==> src/rtl/bram_fifo_arbiter.sv <==
// bram_fifo_arbiter: round-robin sharing of BRAM FIFO read/write ports between op loader and op reader
module bram_fifo_arbiter #(
  parameter int MAX_ROWS = 621,
  parameter int PRELOADED_ROWS = 0,
  parameter int LEVEL_BITS = $clog2(MAX_ROWS + 1)
) (
  input  logic                  clk,
  input  logic                  reset,
  input  logic                  clk_en,
  input  logic                  wr_trigger,
  output logic                  wr_rdy,
  output logic                  wr_done,
  input  logic                  rd_trigger,
  output logic                  rd_rdy,
  output logic                  rd_done,
  output logic                  fifo_wr_trigger,
  input  logic                  fifo_wr_done,
  input  logic                  fifo_wr_rdy,
  output logic                  fifo_rd_trigger,
  input  logic                  fifo_rd_done,
  input  logic                  fifo_rd_rdy,
  input  logic                  is_full,
  input  logic                  is_empty,
  output logic [LEVEL_BITS-1:0] level,
  output logic                  level_err
);
  typedef enum logic [2:0] {IDLE, ISSUE_WR, WAIT_WR, ISSUE_RD, WAIT_RD} state_t;
  localparam logic [LEVEL_BITS-1:0] MAXL = LEVEL_BITS'(MAX_ROWS);
  localparam logic [LEVEL_BITS-1:0] PREL = LEVEL_BITS'(PRELOADED_ROWS);
  state_t state_q;
  logic pend_wr_q, pend_rd_q, last_wr_q, wr_done_q, rd_done_q, fwt_q, frt_q, err_q;
  logic [LEVEL_BITS-1:0] level_q;
  logic wr_el, rd_el, pick_wr;
  assign wr_el = pend_wr_q & ~is_full & fifo_wr_rdy;
  assign rd_el = pend_rd_q & ~is_empty & fifo_rd_rdy;
  assign pick_wr = wr_el & (~rd_el | ~last_wr_q);
  // request latches, arbitration FSM and saturating fill level
  always_ff @(posedge clk) begin
    if (reset) begin
      state_q   <= IDLE;
      pend_wr_q <= 1'b0;
      pend_rd_q <= 1'b0;
      last_wr_q <= 1'b0;
      wr_done_q <= 1'b0;
      rd_done_q <= 1'b0;
      fwt_q     <= 1'b0;
      frt_q     <= 1'b0;
      err_q     <= 1'b0;
      level_q   <= PREL;
    end else if (clk_en) begin
      wr_done_q <= 1'b0;
      rd_done_q <= 1'b0;
      fwt_q     <= 1'b0;
      frt_q     <= 1'b0;
      if (wr_trigger && !pend_wr_q) pend_wr_q <= 1'b1;
      if (rd_trigger && !pend_rd_q) pend_rd_q <= 1'b1;
      case (state_q)
        IDLE: if (wr_el || rd_el) begin
          state_q <= pick_wr ? ISSUE_WR : ISSUE_RD;
          fwt_q   <= pick_wr;
          frt_q   <= !pick_wr;
        end
        ISSUE_WR: begin
          last_wr_q <= 1'b1;
          state_q   <= WAIT_WR;
        end
        ISSUE_RD: begin
          last_wr_q <= 1'b0;
          state_q   <= WAIT_RD;
        end
        WAIT_WR: if (fifo_wr_done) begin
          pend_wr_q <= 1'b0;
          wr_done_q <= 1'b1;
          state_q   <= IDLE;
          err_q     <= err_q | (level_q == MAXL);
          level_q   <= (level_q == MAXL) ? level_q : level_q + 1'b1;
        end
        WAIT_RD: if (fifo_rd_done) begin
          pend_rd_q <= 1'b0;
          rd_done_q <= 1'b1;
          state_q   <= IDLE;
          err_q     <= err_q | (level_q == '0);
          level_q   <= (level_q == '0) ? level_q : level_q - 1'b1;
        end
        default: state_q <= IDLE;
      endcase
    end
  end
  assign wr_rdy          = ~pend_wr_q;
  assign rd_rdy          = ~pend_rd_q;
  assign wr_done         = wr_done_q;
  assign rd_done         = rd_done_q;
  assign fifo_wr_trigger = fwt_q;
  assign fifo_rd_trigger = frt_q;
  assign level           = level_q;
  assign level_err       = err_q;
endmodule

==> config.mk <==
export PLATFORM = sky130hd
export DESIGN_NAME = bram_fifo_arbiter
export DESIGN_NICKNAME = d
export VERILOG_FILES = /design/src/rtl/bram_fifo_arbiter.sv
export SDC_FILE = /design/constraint.sdc
export NUM_CORES = 1
export LEC_CHECK = 0
export BUFFER_PORTS_ARGS = -buffer_cell sky130_fd_sc_hd__buf_2
export CAP_MARGIN = 5
export CORE_MARGIN = 2
export CORE_UTILIZATION = 48
export DETAILED_ROUTE_END_ITERATION = 8
export GPL_ROUTABILITY_DRIVEN = 0
export HOLD_SLACK_MARGIN = 0.1
export PLACE_DENSITY = 0.83
export SYNTH_ARGS = -nofsm -noshare
export SYNTH_HDL_FRONTEND = slang
export SYNTH_SLANG_ARGS = --single-unit
==> constraint.sdc <==
create_clock -name clk -period 2.7 [get_ports clk]
set_clock_uncertainty 0.05 [all_clocks]
set_input_delay 0.27 -clock clk [delete_from_list [all_inputs] [get_ports clk]]
set_output_delay 0.27 -clock clk [all_outputs]
set_load 0.05 [all_outputs]
## Yosys cells after proc, flatten, opt, wreduce, memory -nomap -nowiden

Index checks and enable logic that the tools add are counted.
Widths: inputs -> output; s select.

| word-level totals | value |
|---|---|
| input bits | 11 |
| logic and storage cells | 78 |
| output and inout bits | 17 |
| bits in registers | 21 |

| cells by class | value |
|---|---|
| reductions and logical operators | 14 |
| add/subtract/negate cells | 2 |
| muxes and demuxes | 28 |
| bitwise operators | 14 |
| equality and inequality tests | 10 |

Operator list:

| cell | count |
|---|---|
| $mux 10 | 4 |
| $pmux 10 s2 | 1 |
| $mux 1 | 16 |
| $pmux 3 s5 | 1 |
| $add 10x1->10 const B | 1 |
| $eq 10x10->1 const B | 1 |
| $logic_not 10->1 | 1 |
| $ne 2x2->1 const B | 5 |
| $sub 10x1->10 const B | 1 |
| $mux 3 | 3 |
| $reduce_and 4->1 | 2 |
| $eq 3x2->1 const B | 2 |
| $not 1->1 | 6 |
| $reduce_and 6->1 | 1 |
| $and 1x1->1 | 5 |
| $pmux 1 s2 | 2 |
| $reduce_bool 2->1 | 2 |
| $eq 3x1->1 const B | 1 |
| $eq 3x3->1 const B | 1 |
| $logic_not 1->1 | 3 |
| $logic_not 3->1 | 1 |
| $or 1x1->1 | 3 |
| $logic_and 1x1->1 | 2 |
| $mux 2 | 1 |
| other kinds (2) | 2 |

## Depth between registers and ports, before layout

Gate-level depths: netlist of run 1.

| depth | value |
|---|---|
| word-level depth | 9 |
| depth in mapped cells | 9 |
| mapped depth without buffers | 8 |

## Least setup slack after synthesis of run 1

Ideal clock, no wire load.

| path | value |
|---|---|
| path kind | reg2reg |
| start | reg state_q[0] |
| end | reg level_q[4], in the netlist level[4] |
| cell stages (with the launch flop) | 9 |
| slack | 146 ps |
| setup time | 123 ps |
| arrival | 2380 ps |
| period minus slack after synthesis | 2554 ps |
| cells stage by stage | dfxtp_1 buf_6 or3b_4 clkbuf_1 xnor2_1 ha_1 or4b_1 a21oi_1 mux2_1 |

| on the way | value |
|---|---|
| cells in the longest elaborated chain, start to end | 3 |

Ends and longest elaborated chain:

| element | line | RTL |
|---|---|---|
| start, declared | 30 | `state_t state_q;` |
| start signal, assigned | 59 | `state_q <= pick_wr ? ISSUE_WR : ISSUE_RD;` |
| $eq 3x3->1 / $eq 3x2->1 (equally long branches) | 57 | `case (state_q)` |
| $ne 2x2->1 (no line) / $reduce_bool 2->1 (equally long branches) | - |  |
| $reduce_and 6->1 (no line) | - |  |
| end signal, assigned | 76 | `level_q <= (level_q == MAXL) ? level_q : level_q + 1'b1;` |
| end signal, assigned | 83 | `level_q <= (level_q == '0) ? level_q : level_q - 1'b1;` |
| end, declared | 32 | `logic [LEVEL_BITS-1:0] level_q;` |

Parallel ways exist; a longest one is shown, timed or not.
A chain may end at the register's enable or synchronous reset.

## Final worst setup path of run 1

Same ends and word-level chain as after synthesis.

==> flow_summary.json, run 1 <==
{
  "placementRows": 18,
  "die_h_um": 55.9,
  "hold_class": "input pin to register",
  "dieArea_mm2": 0.00312,
  "worst_pin_slew_ns": 0.509,
  "vias_per_cell": 5.91,
  "syn_area_mm2": 0.00129,
  "avgSynthCellArea_um2": 7.83,
  "fmax_ghz": 0.390,
  "power.total_mw": 0.528,
  "cts_tree": "built",
  "cp_max_fo": 13,
  "grt_max_degree": 28,
  "cap_violations": 0,
  "drive_gt1_share_pct": 23.4,
  "timing.final.crit_share_pct": 94.9,
  "synth_seq_cells": 21,
  "io_pins": 28,
  "area_delta_synth_final_pct": 12.6,
  "synthCells": 165,
  "leakagePower_nw": 0.623,
  "finalSetupViolCount": 0,
  "routed_wl_mm": 2.91,
  "max-vdd-ir-drop_uv": 261,
  "powerDensity_mw_per_mm2": 363,
  "synth.net_count": 179,
  "finalSetupTns_ns": 0,
  "dp_hpwl_mm": 2.16,
  "max_slew_margin_pct": 65.8,
  "synthArstFlopShare_pct": 0,
  "synth-warning-count": 0,
  "post-place-ws_ns": 0.139,
  "grt.overflow.total": 0,
  "critPathKind": "register to register",
  "ys_seq_area_share_pct": 32.5,
  "r2r_setup_slack_ns": 0.14,
  "crit_path_end_kind": "register",
  "crit_required_ns": 2.85,
  "core-area_mm2": 0.00252,
  "grt_pass1_wl_mm": 5.07,
  "cts_sinks": 21,
  "cts_root_buf": "clkbuf_4",
  "crit_path_start": "state_q[0]",
  "finalWorstSetupSlack_ns": 0.139,
  "ant_nets": 0,
  "crit_path_start_kind": "register",
  "rsz0062_at_grt": "no",
  "hold_violations": 0,
  "regToRegStartpoint": "state_q[0]",
  "die-width_um": 55.9,
  "period_needed_ns": 2.56,
  "grt_pass1_vias": 1203,
  "final_nets": 203,
  "first_pass_iters": 5,
  "slew_viol_final": 0,
  "cts_buffer_depth": 2,
  "drc": 0,
  "antenna_found_initial": 0,
  "placed_cells": 214,
  "synth_ff_type": "dfxtp_1",
  "postCtsSetupBuffers": 0,
  "finalNonFillerCells": 218,
  "routedWlPerCell_um": 13.4,
  "htreeDepth": 1,
  "synth_edf_count": 0,
  "start_util_pct": 51.2,
  "diodes": 0,
  "status": "completed",
  "vias": 1289,
  "drt_iter0_markers": 49,
  "clk_latency_ns": 0.30,
  "numCtsBuffers": 3,
  "track_usage_pct": 19.7,
  "io_buffers": 27,
  "cp.arrival_ns": 2.72,
  "synth_cell_type_count": 44,
  "worstHoldStart": "fifo_rd_done",
  "clkTransAtPathRegs_ns": 0.12
}
synthesized netlist by cell type (2+ instances only):
master	number	area share [%]
nor2b_1	5	2.4
a311oi_1	2	1.4
nor3_1	8	3.1
o31ai_1	2	1.2
nor4_1	2	0.97
clkbuf_1	5	1.5
nor2_1	23	6.7
a211oi_1	2	1.2
or4_1	2	1.2
mux2_2	5	4.4
and4_1	2	1.4
nand3b_1	3	1.7
inv_1	3	0.87
nand3_1	6	2.3
o21ai_0	4	1.5
or3b_2	2	1.4
ha_1	3	2.9
and3_1	2	0.97
nand2b_1	5	2.4
nand2_1	9	2.6
nand4_1	3	1.5
and2_1	2	0.97
a21oi_1	20	7.7
xnor2_1	4	2.7
or3_1	2	0.97
dfxtp_1	21	33
repair_timing:
| action | CTS | global route |
|---|---|---|
| gates resized for setup | 0 | 1 |
| endpoints found under the setup margin | 0 | 1 |
| hold buffers | 0 | 0 |
final cells by class:
type,count,area [µm²]
Multi-Input combinational cell,131,811
Sequential cell,21,422
Inverter,4,15.0
Clock buffer,3,22.5
Timing Repair Buffer,28,143
Tap cell,30,37.5
Clock inverter,1,5.00
Fill cell,233,1070
path summary, 6_finish.rpt:
path | to | cells past startpoint
max | level[4] | 6
min | pend_rd_q | 2
max reg2reg | level[4] | 6
min reg2reg | fifo_rd_trigger | 2
registers in the layout (all words and copies together), names as in the netlist:
name             count
fifo_rd_trigger      1
fifo_wr_trigger      1
last_wr_q            1
level               10
level_err            1
pend_rd_q            1
pend_wr_q            1
rd_done              1
state_q              3
wr_done              1
per-layer routing:
layer  GRT usage [%]  up-vias  wire [µm]
met5               0        -          0
met4            9.86        0         80
met3            2.56       12        167
met2            32.0       48       1310
met1            25.6      583       1350
li1                -      646          -
power by group:
part	switching (mW)	internal (mW)
Combinational	0.0354	0.0185
Sequential	0.00594	0.315
Clock	0.0978	0.0553
critical path, cell delays in order (launching register included):
cell and delay (ns):
dfxtp_1 0.41, or3b_4 0.52, xnor2_1 0.16, ha_1 0.28, or4b_1 0.49, a21oi_1 0.20
mux2_1 0.34
cell families (layout without fill, tap and decap cells):
kind of cell	after synthesis	in the layout	synth area share, %
simple gates	82	82	34.9
compound gates	36	36	16.9
flops	21	21	32.5
buf+inv	13	36	4.74
mux	6	6	5.23
xor+xnor	4	4	2.71
fa+ha+maj	3	3	2.90
stage by stage:
step           utilization (%)  instance area (µm²)  hold WS (ns)
2_1_floorplan                -                 1290         0.336
3_3_place_gp              56.5                 1430         0.388
3_5_place_dp              56.5                 1430         0.396
4_1_cts                   57.6                 1450         0.145
5_1_grt                   57.7                 1460         0.153
6_report                  57.7                 1460         0.153
layout by cell type (no fill, tap or decap), types with 3 or more instances in the layout:
| master | count |
|---|---|
| buf_2 | 27 |
| nand2b_1 | 5 |
| nor3_1 | 8 |
| xnor2_1 | 4 |
| clkbuf_4 | 3 |
| o21ai_0 | 4 |
| nand3_1 | 6 |
| nor2b_1 | 5 |
| nand3b_1 | 3 |
| nand2_1 | 9 |
| inv_1 | 3 |
| ha_1 | 3 |
| mux2_2 | 5 |
| a21oi_1 | 20 |
| nand4_1 | 3 |
| nor2_1 | 23 |
| dfxtp_1 | 20 |
Note: power is estimated with default switching activity, not from simulation.
==> run 2, diff against run 1 <==
Settings changed: CELL_PAD_IN_SITES_DETAIL_PLACEMENT set to 0, CELL_PAD_IN_SITES_GLOBAL_PLACEMENT set to 1, CORE_UTILIZATION 48 to 35.
==> flow_summary.json, run 2 (same netlist as run 1, synthesis figures left out) <==
{
  "cp.arrival_ns": 2.53,
  "postCtsSetupBuffers": 0,
  "clkTransAtPathRegs_ns": 0.08,
  "cts_root_buf": "clkbuf_8",
  "hold_buffers": 0,
  "status": "completed",
  "ant_nets": 0,
  "critPathKind": "register to register",
  "placementRows": 22,
  "fmax_ghz": 0.415,
  "hold_class": "input pin to register",
  "antenna_found_initial": 0,
  "cp_max_fo": 11,
  "grt_pass1_wl_mm": 5.08,
  "met3_usage_pct": 2.43,
  "cts_sinks": 21,
  "crit_path_end_kind": "register",
  "mostFrequentLayoutCell": "buf_2",
  "drive_gt1_share_pct": 24.1,
  "cts_tree": "built",
  "crit_chain": "or3b_4 -> xnor2_1 -> ha_1 -> or4b_1 -> a21oi_1 -> mux2_1",
  "drt_iter0_markers": 38,
  "met2_usage_pct": 26.2,
  "use_met1_pct": 19.1,
  "start_util_pct": 35.8,
  "final_cell_mix": "27 x buf_2, 23 x nor2_1, 21 x dfxtp_1",
  "die_h_um": 64.8,
  "grt.overflow.total": 0,
  "powerDensity_mw_per_mm2": 393,
  "core-area_mm2": 0.00361,
  "cap_violations": 0,
  "routed_wl_mm": 3.04,
  "busiest_layer": "met2",
  "grt_max_degree": 28,
  "cts_buffer_depth": 2,
  "post_cts_resized": 0,
  "final_nets": 206,
  "finalSetupViolCount": 0,
  "grt_pass1_vias": 1106,
  "max-vdd-ir-drop_uv": 172,
  "critical_path.slowest_cell": "or4b_1",
  "track_usage_pct": 15.1,
  "max_stage_delay_ns": 0.49,
  "fin_hold_ws_ns": 0.225,
  "routedWlPerCell_um": 12.7,
  "htreeDepth": 1,
  "dieArea_mm2": 0.00420,
  "area_delta_synth_final_pct": 17.4,
  "power.total_mw": 0.596,
  "worst_pin_slew_ns": 0.522,
  "placed_cells": 235,
  "rsz0062_at_grt": "no",
  "leakagePower_nw": 0.645,
  "timing.final.crit_share_pct": 89.3,
  "drc": 0,
  "diodes": 0,
  "vias_per_cell": 5.29,
  "whs_path_depth": 2,
  "finalSetupTns_ns": 0,
  "io_pins": 28,
  "crit_required_ns": 2.82,
  "crit_path_start_kind": "register",
  "io_buffers": 27,
  "max_slew_margin_pct": 64.9,
  "largest_reg_flops": 10,
  "period_needed_ns": 2.41,
  "finalNonFillerCells": 239,
  "first_pass_iters": 4,
  "worst_r2r_path_depth": 6,
  "slew_viol_final": 0,
  "dp_hpwl_mm": 2.24,
  "die-width_um": 64.8,
  "clk_latency_ns": 0.27,
  "hold_violations": 0,
  "vias": 1264,
  "numCtsBuffers": 3
}
## run 2: final cells by class
| class | instances | area (µm²) |
|---|---|---|
| clock buffer | 3 | 41.3 |
| timing repair buffer | 31 | 165 |
| multi-input combinational | 131 | 811 |
| inverter | 4 | 15.0 |
| fill | 390 | 2090 |
| tap | 48 | 60.1 |
| sequential | 21 | 420 |
| clock inverter | 1 | 5.00 |
## run 2: through the flow
step	setup WS [ns]	util [%]	area (µm²)
2_1_floorplan	0.146	-	1290
3_3_place_gp	0.335	40.8	1470
3_5_place_dp	0.301	40.8	1470
4_1_cts	0.283	42.1	1520
5_1_grt	0.183	42.1	1520
6_report	0.288	42.1	1520
## run 2: path summary, 6_finish.rpt
check	startpoint	to	slack (ns)
hold / removal	fifo_rd_done	pend_rd_q	0.22
hold reg to reg	fifo_rd_trigger	fifo_rd_trigger	0.41
setup / recovery	state_q[1]	level[4]	0.29
setup reg to reg	state_q[1]	level[4]	0.29
## run 2: worst max-delay path: cells and delay by family (launching register included)
family / cells / cell delay, ns
simple gates: 2 / 0.94
compound gates: 1 / 0.18
xor+xnor: 1 / 0.14
mux: 1 / 0.33
fa+ha+maj: 1 / 0.27
flops: 1 / 0.40
## run 2: layer usage
metal,share of wire (%),up-vias,routed length (µm)
met2,48,18,1460
met1,48,589,1460
met4,0.89,0,27
li1,-,655,-
met3,3.3,2,99
met5,0,-,0
## run 2: where the power goes
part	internal (mW)	switching [mW]	leakage [nW]	total [mW]
clock	0.103	0.116	0.0255	0.220
combinational	0.0192	0.0374	0.450	0.0566
sequential	0.314	0.00495	0.170	0.319
